==> src/rtl/io_bus_pkg.sv <==
// Shared definitions for the I/O bus cycle sequencer: state encoding,
// auto-wait range handling and the default data returned on an aborted IN.
package io_bus_pkg;

   localparam logic [2:0] ST_IDLE = 3'd0;
   localparam logic [2:0] ST_T1   = 3'd1;
   localparam logic [2:0] ST_T2   = 3'd2;
   localparam logic [2:0] ST_TW   = 3'd3;
   localparam logic [2:0] ST_T3   = 3'd4;
   localparam logic [2:0] ST_HOLD = 3'd5;

   typedef enum logic [2:0] {
      S_IDLE = ST_IDLE,
      S_T1   = ST_T1,
      S_T2   = ST_T2,
      S_TW   = ST_TW,
      S_T3   = ST_T3,
      S_HOLD = ST_HOLD
   } io_state_t;

   localparam int         AUTO_WAITS_MIN = 1;
   localparam int         AUTO_WAITS_MAX = 3;
   localparam logic [7:0] TMO_DATA_DEF   = 8'hFF;

   // Out-of-range auto-wait settings are pinned to the nearest legal value.
   function automatic int clamp_auto_waits(input int n);
      if (n < AUTO_WAITS_MIN) return AUTO_WAITS_MIN;
      if (n > AUTO_WAITS_MAX) return AUTO_WAITS_MAX;
      return n;
   endfunction

endpackage

==> src/rtl/io_wait_counter.sv <==
// Wait-state timing: a loadable auto-wait down-counter plus a saturating
// counter of extra wait cycles used for the timeout abort.
module io_wait_counter
   import io_bus_pkg::*;
#(
   parameter int AUTO_WAITS   = 1,
   parameter int WAIT_TIMEOUT = 255
) (
   input  logic clk,
   input  logic reset,
   input  logic load,
   input  logic dec,
   input  logic ext,
   output logic zero,
   output logic expired
);

   localparam int              AW    = clamp_auto_waits(AUTO_WAITS);
   localparam int              EW    = (WAIT_TIMEOUT > 0) ? $clog2(WAIT_TIMEOUT + 1) : 1;
   localparam logic [1:0]      AW_LD = 2'(AW);
   localparam logic [EW-1:0]   LIMIT = EW'(WAIT_TIMEOUT);

   logic [1:0]    cnt;
   logic [EW-1:0] extra;

   always_ff @(posedge clk) begin
      if (reset) begin
         cnt   <= '0;
         extra <= '0;
      end else if (load) begin
         cnt   <= AW_LD;
         extra <= '0;
      end else begin
         if (dec && cnt != 2'd0)
            cnt <= cnt - 2'd1;
         if (ext && !expired && WAIT_TIMEOUT != 0)
            extra <= extra + EW'(1);
      end
   end

   // zero marks the last automatic wait cycle; it stays set while extending.
   assign zero    = (cnt <= 2'd1);
   assign expired = (WAIT_TIMEOUT != 0) && (extra == LIMIT);

endmodule

==> src/rtl/io_cycle_sequencer.sv <==
// IN r,(C) / OUT (C),r external bus cycle sequencer with wait states,
// timeout abort, XPT stall and between-cycle bus grant.
//
//  state  | meaning
//  IDLE   | no cycle; accepts a start or grants the bus
//  T1     | address driven, strobes idle
//  T2     | iorq_n and rd_n/wr_n asserted, wait counter loaded
//  TW     | automatic and wait_n-extended wait states
//  T3     | strobes held, IN data captured on exit
//  HOLD   | bus granted to external master; one start may be parked
module io_cycle_sequencer
   import io_bus_pkg::*;
#(
   parameter int         AUTO_WAITS   = 1,
   parameter int         WAIT_TIMEOUT = 255,
   parameter logic [7:0] TMO_DATA     = TMO_DATA_DEF
) (
   input  logic        clk,
   input  logic        reset,
   input  logic        start_in,
   input  logic        start_out,
   input  logic [15:0] addr_bc,
   input  logic [7:0]  data_wr,
   output logic [7:0]  io_data_rd,
   output logic        done,
   output logic        stall,
   output logic        timeout,
   output logic        proto_err,
   output logic [15:0] bus_addr,
   output logic [7:0]  bus_dout,
   input  logic [7:0]  bus_din,
   output logic        iorq_n,
   output logic        rd_n,
   output logic        wr_n,
   input  logic        wait_n,
   input  logic        busreq_n,
   output logic        busack_n
);

   io_state_t   state, state_nx;
   logic        start, accept, busy_err, set_tmo, pend_valid;
   logic        wc_load, wc_dec, wc_ext, wc_zero, wc_expired;
   logic        cyc_in;
   logic [15:0] cyc_addr;
   logic [7:0]  cyc_data;

   assign start = start_in | start_out;

   io_wait_counter #(
      .AUTO_WAITS   (AUTO_WAITS),
      .WAIT_TIMEOUT (WAIT_TIMEOUT)
   ) u_wait (
      .clk     (clk),
      .reset   (reset),
      .load    (wc_load),
      .dec     (wc_dec),
      .ext     (wc_ext),
      .zero    (wc_zero),
      .expired (wc_expired)
   );

   always_ff @(posedge clk) begin
      if (reset) begin
         state      <= S_IDLE;
         pend_valid <= 1'b0;
         cyc_in     <= 1'b0;
         cyc_addr   <= '0;
         cyc_data   <= '0;
         done       <= 1'b0;
         timeout    <= 1'b0;
         proto_err  <= 1'b0;
         io_data_rd <= '0;
      end else begin
         state      <= state_nx;
         done       <= (state == S_T3);
         proto_err  <= busy_err | (start_in & start_out);
         pend_valid <= (state == S_HOLD) & (pend_valid | accept) & ~busreq_n;
         if (accept) begin
            cyc_in   <= start_in;
            cyc_addr <= addr_bc;
            cyc_data <= data_wr;
            timeout  <= 1'b0;
         end else if (set_tmo) begin
            timeout  <= 1'b1;
         end
         // timeout is only ever set during this cycle, so it flags the abort here
         if (state == S_T3 && cyc_in)
            io_data_rd <= timeout ? TMO_DATA : bus_din;
      end
   end

   always_comb begin
      state_nx = state;
      accept   = 1'b0;
      busy_err = 1'b0;
      set_tmo  = 1'b0;
      wc_load  = 1'b0;
      wc_dec   = 1'b0;
      wc_ext   = 1'b0;
      bus_addr = '0;
      bus_dout = '0;
      iorq_n   = 1'b1;
      rd_n     = 1'b1;
      wr_n     = 1'b1;
      busack_n = 1'b1;
      stall    = 1'b0;
      if (state == S_T2 || state == S_TW || state == S_T3) begin
         iorq_n   = 1'b0;
         rd_n     = ~cyc_in;
         wr_n     = cyc_in;
         bus_dout = cyc_in ? 8'h00 : cyc_data;
      end
      case (state)
         S_IDLE: begin
            stall = start;
            if (start) begin
               accept   = 1'b1;
               state_nx = S_T1;
            end else if (!busreq_n) begin
               state_nx = S_HOLD;
            end
         end
         S_T1: begin
            busy_err = start;
            bus_addr = cyc_addr;
            stall    = 1'b1;
            state_nx = S_T2;
         end
         S_T2: begin
            busy_err = start;
            bus_addr = cyc_addr;
            stall    = 1'b1;
            wc_load  = 1'b1;
            state_nx = S_TW;
         end
         S_TW: begin
            busy_err = start;
            bus_addr = cyc_addr;
            stall    = 1'b1;
            wc_dec   = 1'b1;
            if (wc_zero) begin
               if (wait_n) begin
                  state_nx = S_T3;
               end else if (wc_expired) begin
                  set_tmo  = 1'b1;
                  state_nx = S_T3;
               end else begin
                  wc_ext   = 1'b1;
               end
            end
         end
         S_T3: begin
            busy_err = start;
            bus_addr = cyc_addr;
            stall    = 1'b1;
            state_nx = pend_valid ? S_T1 : S_IDLE;
         end
         S_HOLD: begin
            busack_n = 1'b0;
            busy_err = start & pend_valid;
            accept   = start & ~pend_valid;
            stall    = start | pend_valid;
            if (busreq_n)
               state_nx = (pend_valid | accept) ? S_T1 : S_IDLE;
         end
         default: state_nx = S_IDLE;
      endcase
   end

endmodule

==> config.mk <==
export PLATFORM = sky130hd
export DESIGN_NAME = io_cycle_sequencer
export DESIGN_NICKNAME = d
export VERILOG_FILES = /design/src/rtl/io_bus_pkg.sv /design/src/rtl/io_wait_counter.sv /design/src/rtl/io_cycle_sequencer.sv
export SDC_FILE = /design/constraint.sdc
export NUM_CORES = 1
export LEC_CHECK = 0
export BUFFER_PORTS_ARGS = -buffer_cell sky130_fd_sc_hd__buf_2
export CORE_MARGIN = 8
export CORE_UTILIZATION = 56
export CTS_CLUSTER_DIAMETER = 60
export DETAILED_ROUTE_END_ITERATION = 10
export PLACE_DENSITY = 0.95
export SYNTH_ARGS = -nofsm -noshare
export SYNTH_HDL_FRONTEND = slang
export SYNTH_HIERARCHICAL = 1
export SYNTH_SLANG_ARGS = --single-unit
==> constraint.sdc <==
create_clock -name clk -period 3.15 [get_ports clk]
set_input_delay 0.315 -clock clk [delete_from_list [all_inputs] [get_ports clk]]
set_output_delay 0.315 -clock clk [all_outputs]
set_load 0.1 [all_outputs]
### Yosys cells after proc, flatten, opt, wreduce, memory -nomap -nowiden

Index checks and enable logic that the tools add are counted.

* mux-type cells: 33
* reduce and logical (&&, ||, !) cells: 13
* equality and inequality tests: 10
* magnitude comparators: 1
* $add $sub $neg: 2
* bitwise gates (word level): 13

Operator list (number)
* two-way mux 8 bit: 3
* two-way mux 1 bit: 19
* two-way mux 3 bit: 6
* one-hot mux 3 bit (6 select lines): 1
* two-way mux 16 bit: 1
* adder 8 x 1 -> 8 bit (second input constant): 1
* == test 8 bit (second input constant): 1
* == test 3 x 2 -> 1 bit (second input constant): 2
* == test 3 bit (second input constant): 2
* AND 1 bit: 5
* OR 1 bit: 5
* one-hot mux 1 bit (2 select lines): 2
* AND reduction 4 bit: 1
* nonzero test 2 bit: 2
* OR reduction 2 bit: 2
* OR reduction 4 bit: 1
* == test 3 x 1 -> 1 bit (second input constant): 1
* logical AND 1 bit: 3
* zero test 3 bit: 1
* inequality test 3 x 2 -> 1 bit (second input constant): 1
* inequality test 3 bit (second input constant): 1
* inverter 1 bit: 3
* one-hot mux 1 bit (3 select lines): 1
* <= comparator 2 x 1 -> 1 bit (second input constant): 1
* other kinds (5): 6

* register bits: 50

### Longest topological paths before layout

Gate-level depths: netlist of the first run.

* depth after elaboration: 6
* gate-level depth with buffers: 9

### By module

Netlist of the first run, hierarchy kept.

Modules (own cells, without submodules)
* io_cycle_sequencer: times used 1, area an instance 2095.8 sq um, cells an instance 231, sequential area each 800.8 sq um
* io_wait_counter: times used 1, area an instance 555.5 sq um, cells an instance 63, sequential area each 200.2 sq um

### Least setup slack after synthesis of the first run

OpenSTA, ideal clock, no wires.

* path type: reg2out
* start point: register state[1]
* end point: output port rd_n
* required time: 2835 ps
* setup slack: 594 ps
* path buffers: 0
* cell stages (with the launch flop): 4
* data arrival time: 2241 ps
* cells stage by stage: dfxtp_1 > or3b_1 > and2_1 > nand2b_1

* word-level cells in the longest chain between the ends: 4
* elaborated cells on any way between the ends: 6

Ends and longest elaborated chain
* start: declaration: RTL line io_cycle_sequencer.sv:40 `io_state_t state, state_nx;`
* start signal: assignment: RTL line io_cycle_sequencer.sv:74 `state <= state_nx;`
* == test 3 x 2 -> 1 bit: RTL line io_cycle_sequencer.sv:107 `if (state == S_T2 || state == S_TW || state == S_T3) begin`
* logical OR 1 bit: RTL line io_cycle_sequencer.sv:107
* logical OR 1 bit (*): RTL line io_cycle_sequencer.sv:107
* two-way mux 1 bit (*): RTL line io_cycle_sequencer.sv:107
* end: declaration: RTL line io_cycle_sequencer.sv:33 `output logic rd_n,`

Every way passes the cells marked *; elsewhere a longest branch is shown, timed or not.

### Final worst setup path of the first run

* start point: register state[1]
* end point: output port stall

* word-level cells in the longest chain between the ends: 3
* elaborated cells on any way between the ends: 8

Ends and longest elaborated chain
* == test 3 bit, or another cell as far along: RTL line io_cycle_sequencer.sv:113 `case (state)`
* OR reduction 4 bit (no source line)
* one-hot mux 1 bit (3 select lines) (*): RTL line io_cycle_sequencer.sv:113
* end: declaration: RTL line io_cycle_sequencer.sv:26 `output logic stall,`

Marked as above.

==> run_results.csv, run 1 <==
group,metric,value,unit
sta,rsz0062_at_grt,"no",
global_routing,grt_max_degree,50,
route,drc_errors,0,
sta,final.min_clock_period,2.65,ns
yosys,netlist_instances,294,
clocking,cts_tree,"built",
yosys,synth-main-ff-cell,"dfxtp_1",
yosys,synth-seq-area-share,0.378,
finish,n_antenna_cell,0,
setup_path,crit_type,"reg2out",
yosys,synth_top_cell_area_share,0.378,
route,viasPerCell,5.61,
global_routing,grt.total_usage,0.177,
global_routing,grt-ovfl-total,0,
yosys,postSynthNetCount,335,
yosys,synth-async-reset-ratio,0,
clocking,cts.repair.resized,0,
clocking,cts_made_buffers,5,
power,p_total,0.00181,W
clocking,cts_hold_buf,0,
yosys,synth_edf_count,0,
worst_hold_path,hold_path.class,"in2reg",
power,ir_drop,273,uV
finish,fin_cells,415,
sta,finalSetupViolCount,0,
sta,relSlewSlack,0.529,
sta,skew,0.0118,ns
yosys,ys_seq_elements,50,
sta,period_share,0.842,
yosys,synth_area,0.00265,mm2
sta,drv_slew,0,
yosys,synth_commonest_cells,"nand2b_1 (53), dfxtp_1 (50), mux2i_1 (28)",
setup_path,arrival,2.34,ns
sta,setup_ws,0.496,ns
placement,place.detailed.hpwl,4.65,mm
clocking,cts.sinks,50,
floorplanning,core_area,0.00463,mm2
worst_hold_path,hold_start,"data_wr[3]",
floorplanning,row_count,25,
setup_path,timing.rr.start,"state[1]",
placement,portBuffers,77,
floorplanning,die_x,84.8,um
placement,pre_cts_ws,0.833,ns
setup_path,startpoint_type,"register",
yosys,avgSynthCellArea,9.02,um2
floorplanning,dieArea,0.00719,mm2
yosys,yosysMostFrequentCell,"nand2b_1",
clocking,path_clk_slew,0.09,ns
floorplanning,pin_count,78,
yosys,synth_area_leaders,"dfxtp_1 (38%), nand2b_1 (13%), mux2i_1 (11%), and3_1 (4.0%), nor2_1 (3.5%)",
setup_path,worstSetupEndpointType,"output port",
route,via_count,2329,
finish,design_area,0.00312,mm2
clocking,clk_latency,0.30,ns
route,wl_per_cell,15.4,um
yosys,ys_warn_count,6,
yosys,ys_types,53,
global_routing,antenna_found_initial,0,
setup_path,crit_path_max_fanout,19,
setup_path,critPathLaunch,"state[1]",
sta,finalHoldViolations,0,
clocking,htreeDepth,2,
placement,place_area,0.00301,mm2
route,drtAntennaViolNets,0,
power,p_leak,1.41,nW
clocking,post_cts_buffers,0,
floorplanning,start_util,0.573,
flow_run,drv_cap,0,
floorplanning,die_height,84.8,um
route,drtIter0Drc,143,
global_routing,grt_pass1_vias,2319,
clocking,cts_root_buffer,"clkbuf_8",
power,power_density,582,mW/mm2
sta,max_freq,377,MHz
yosys,yosysTopAreaCell,"dfxtp_1",
finish,drive_gt1_frac,0.280,
finish,syn_to_final_growth,17.5,%
placement,gp_congestion,0.865,
finish,layout.nets,402,
global_routing,grt_pass1_wl,10.6,mm
sta,worst_slew_pin_slew,0.706,ns
placement,dp.cells,408,
run_status,status,"completed",
route,routed_wl,6.40,mm
setup_path,cp.required,2.83,ns
route,dr.pass1.iters,4,
sta,finalSetupTns,0,ns
clocking,cts_buffer_depth,2,
stage by stage:
step | util | hold slack, ns
finish | 0.673 | 0.262
global placement | 0.650 | 0.454
CTS | 0.673 | 0.258
floorplan | - | 0.384
detailed placement | 0.650 | 0.463
global route | 0.673 | 0.258
flip-flops by register name (all words and copies together), names as in the netlist:
signal / count
u_wait/cnt: 2
cyc_addr: 16
done: 1
cyc_in: 1
proto_err: 1
io_data_rd: 8
state: 3
u_wait/extra: 8
pend_valid: 1
cyc_data: 8
timeout: 1
cell type report:
class	instances	area, um2
Fill cell	368	1510
Multi-Input combinational cell	216	1490
Sequential cell	50	1000
Timing Repair Buffer	82	423
Clock buffer	5	68.8
Tap cell	54	67.6
Clock inverter	2	38.8
Inverter	6	22.5
logic make-up (layout without fill, tap and decap cells):
kind of cell / Yosys count / in the layout / share of synthesized area
DFF: 50 / 50 / 0.378
muxes: 28 / 28 / 0.106
xor gates and xnor gates: 1 / 1 / 0.00330
AOI/OAI and AO/OA: 37 / 37 / 0.106
adders and majority gates: 3 / 3 / 0.0142
buffers and inverters: 28 / 95 / 0.0642
and+or+nand+nor: 147 / 147 / 0.329
routing by layer:
metal,vias to the layer above,GRT usage,part of all wire
met4,0,0.0502,0.0086
met1,1106,0.191,0.43
li1,1151,-,-
met5,-,0,0
met3,8,0.0741,0.075
met2,64,0.306,0.49
worst max-delay path, stage by stage, from the launching register on:
cell	delay (ns)
dfxtp_1	0.71
or3_1	0.56
a21oi_1	0.15
a21oi_1	0.16
buf_2	0.45
power breakdown:
group	leakage (nW)	total (W)	switching (W)	internal (W)
Combinational	0.952	0.000635	0.000465	0.000170
Sequential	0.408	0.000740	0.0000509	0.000689
Clock	0.0542	0.000438	0.000204	0.000234
layout by cell type, fill, tap and decap left out, types with 4 or more instances in the layout:
cell type | netlist | routed
and3_1 | 17 | 17
a211oi_1 | 10 | 10
a21oi_1 | 7 | 7
mux2i_1 | 28 | 28
and2_1 | 11 | 11
nor2_1 | 25 | 25
inv_1 | 6 | 6
nand2b_1 | 53 | 53
clkbuf_8 | 0 | 5
nor3_1 | 4 | 4
buf_4 | 1 | 5
dfxtp_1 | 50 | 50
buf_2 | 4 | 77
nand2_1 | 10 | 10
final timing paths:
kind,cells past startpoint,slack [ns],end
hold reg to reg,2,0.47,cyc_data[6]
hold / removal,3,0.26,cyc_data[3]
setup reg to reg,5,0.96,u_wait/extra[7]
setup / recovery,4,0.50,stall
Power figures use the tool's default switching activity.
==> run 2, diff against run 1 <==
--- a/config.mk
+++ b/config.mk
@@ -5,12 +5,13 @@
 export SDC_FILE = /design/constraint.sdc
 export NUM_CORES = 1
 export LEC_CHECK = 0
+export ABC_AREA = 1
 export BUFFER_PORTS_ARGS = -buffer_cell sky130_fd_sc_hd__buf_2
 export CORE_MARGIN = 8
-export CORE_UTILIZATION = 56
+export CORE_UTILIZATION = 51
 export CTS_CLUSTER_DIAMETER = 60
 export DETAILED_ROUTE_END_ITERATION = 10
-export PLACE_DENSITY = 0.95
+export PLACE_DENSITY = 0.91
 export SYNTH_ARGS = -nofsm -noshare
 export SYNTH_HDL_FRONTEND = slang
 export SYNTH_HIERARCHICAL = 1
==> constraint.sdc (replaced) <==
create_clock -name clk -period 2.5 [get_ports clk]
set_input_delay 0.25 -clock clk [delete_from_list [all_inputs] [get_ports clk]]
set_output_delay 0.25 -clock clk [all_outputs]
set_load 0.1 [all_outputs]
==> run 2 against run 1 <==
Effect of this change:
- critical path depth is 3 higher
- final cell count is 18% higher
- wire length is 5.2% lower
- largest cell class unchanged
- global-route usage is 0.88 points lower
- area after synthesis is 5.2% lower
- non-clock buffer count is 4 lower
- worst setup slack worse by 0.33 ns
- highest routed layer unchanged
- clock skew is 0.0082 ns lower
- cell area is 3.9% lower
- die area is 3.3% higher
==> run_results.csv, run 2 <==
group,metric,value,unit
clocking,clk_latency,0.30,ns
setup_path,cp_num_buf_inv,2,
clocking,cts_root_buffer,"clkbuf_8",
power,p_total,0.00253,W
global_routing,grt-ovfl-total,0,
power,p_leak,1.53,nW
sta,finalHoldViolations,0,
clocking,cts_buffer_depth,2,
yosys,netlist_instances,349,
sta,period_share,0.935,
yosys,synth-main-ff-cell,"dfxtp_1",
global_routing,grt_pass1_wl,10.2,mm
route,via_count,2330,
floorplanning,start_util,0.532,
clocking,cts_hold_buf,0,
floorplanning,core_area,0.00472,mm2
finish,fillCellCount,407,
yosys,synth_edf_count,0,
finish,layout.nets,463,
global_routing,grt_max_degree,28,
sta,final.min_clock_period,2.34,ns
setup_path,crit_path_top_delay_cell,"buf_2",
global_routing,grt_pass1_vias,2324,
power,clockPowerShare,0.225,
sta,finalSetupViolCount,0,
yosys,postSynthNetCount,390,
run_status,status,"completed",
setup_path,cp_cell_sequence,"nor2_2 -> nand2_1 -> nand2_2 -> inv_2 -> or2_1 -> nor2_2 -> buf_2",
finish,drive_gt1_frac,0.327,
floorplanning,die_height,86.2,um
sta,max_freq,428,MHz
setup_path,worstSetupEndpointType,"output port",
route,drtIter0Drc,158,
yosys,ys_seq_elements,50,
flow_run,drv_cap,0,
placement,pre_cts_ws,0.491,ns
sta,relSlewSlack,0.517,
power,ir_drop,293,uV
setup_path,startpoint_type,"register",
setup_path,critical-path-top-delay-family,"simple AND/OR/NAND/NOR gates",
finish,final_util,0.634,
sta,finalSetupTns,0,ns
finish,final_common_cell,"buf_2",
floorplanning,die_x,86.2,um
setup_path,crit_path_max_fanout,9,
yosys,synth_area,0.00251,mm2
route,routed_wl,6.07,mm
placement,place.detailed.hpwl,4.54,mm
setup_path,crit_type,"reg2out",
route,wl_per_cell,12.4,um
setup_path,cpPeakStageDelay,0.44,ns
power,seq_power_share,0.374,
setup_path,path_common_cell,"nor2_2",
sta,worst_slew_pin_slew,0.724,ns
clocking,cts.sinks,50,
yosys,ys_warn_count,6,
power,power.share.switching,0.447,
sta,rsz0062_at_grt,"no",
global_routing,use_met3,0.0501,
global_routing,gr-usage-met2,0.299,
global_routing,met1_usage,0.180,
sta,hold-worst-slack,0.155,ns
yosys,synth_top_cell_area_share,0.398,
power,pwr-share-comb,0.401,
floorplanning,dieArea,0.00743,mm2
global_routing,antenna_found_initial,0,
finish,layout_common_cells,"buf_2 (77), nor2_1 (63), nand2_1 (52)",
sta,drv_slew,0,
power,power_density,845,mW/mm2
power,p_int,0.00140,W
route,drtAntennaViolNets,0,
clocking,path_clk_slew,0.08,ns
sta,setup_ws,0.163,ns
finish,top_register,"cyc_addr",
yosys,yosysTopAreaCell,"dfxtp_1",
route,drc_errors,0,
global_routing,grt.total_usage,0.168,
worst_hold_path,hold_path.class,"in2reg",
route,viasPerCell,4.76,
sta,skew,0.00365,ns
route,dr.pass1.iters,4,
finish,syn_to_final_growth,19.1,%
setup_path,arrival,2.09,ns
finish,n_antenna_cell,0,
yosys,synth-async-reset-ratio,0,
power,netSwitchingPower,0.00113,W
yosys,synth_commonest_cells,"nor2_1 (63), nand2_1 (52), dfxtp_1 (50)",
placement,gp_congestion,0.904,
yosys,ys_types,34,
finish,largest_reg_flops,16,
finish,regArea,0.00100,mm2
floorplanning,row_count,25,
finish,multi_input_area,0.00120,mm2
yosys,yosysMostFrequentCell,"nor2_1",
yosys,synth_area_leaders,"dfxtp_1 (40%), nor2_1 (9.4%), nand2_1 (7.8%), nor2_2 (7.7%), inv_1 (6.3%)",
floorplanning,pin_count,78,
placement,portBuffers,77,
yosys,synth-seq-area-share,0.398,
clocking,cts.repair.resized,0,
yosys,avgSynthCellArea,7.20,um2
setup_path,cp.required,2.25,ns
global_routing,busiest_layer,"met2",
clocking,cts_tree,"built",
clocking,cts_made_buffers,5,
clocking,post_cts_buffers,0,
clocking,htreeDepth,2,
## run 2: logic make-up after synthesis
| kind of cell | Yosys count | synth area share |
|---|---|---|
| simple gates | 176 | 0.340 |
| buf+inv | 63 | 0.123 |
| flops | 50 | 0.398 |
| fa+ha+maj | 3 | 0.0149 |
| compound gates | 57 | 0.124 |
## run 2: path summary, 6_finish.rpt
path                         from               to  slack [ns]  depth (start not counted)
setup / recovery         state[0]      bus_dout[6]        0.16                          7
hold / removal           busreq_n       pend_valid        0.16                          2
setup reg to reg  u_wait/extra[0]  u_wait/extra[7]        0.55                         14
hold reg to reg     io_data_rd[1]    io_data_rd[1]        0.47                          2
## run 2: cell type report
type / instances / area share
clock inverters: 1 / 0.0100
multi-input cells: 236 / 0.402
clock buffers: 6 / 0.0276
inverters: 51 / 0.0665
flip-flops and latches: 50 / 0.334
well taps: 67 / 0.0280
repair buffers: 78 / 0.131
## run 2: worst register-to-register path, stage by stage, from the launching register on
cell	delay (ns)
dfxtp_1	0.35
ha_1	0.25
nand3_2	0.14
nor2_2	0.08
inv_1	0.05
nand2_1	0.04
nor2_1	0.14
inv_1	0.09
nor2_1	0.18
nand2_1	0.14
nor2_2	0.15
nand3b_1	0.10
nand2_1	0.06
nand2_1	0.04
nor2_1	0.09
## run 2: routing by layer
layer  vias up  wire length (um)
met1      1041              2500
met2        60              3060
met3         4               459
met5         -                 0
met4         0                55
li1       1225                 -
## run 2: through the flow
stage,std cells,instance area [um2]
floorplan,349,2510
global placement,482,2880
detailed placement,482,2880
CTS,489,2990
global route,489,2990
finish,489,2990
## run 2: power by group through the flow
stage | combinational, W | sequential [W] | clock [W]
after floorplan | 0.000873 | 0.000987 | 0
after global placement | 0.000999 | 0.000959 | 0
after detailed placement | 0.00102 | 0.000964 | 0
after CTS | 0.00102 | 0.000946 | 0.000584
after global routing | 0.00109 | 0.000961 | 0.000617
final | 0.00101 | 0.000947 | 0.000569
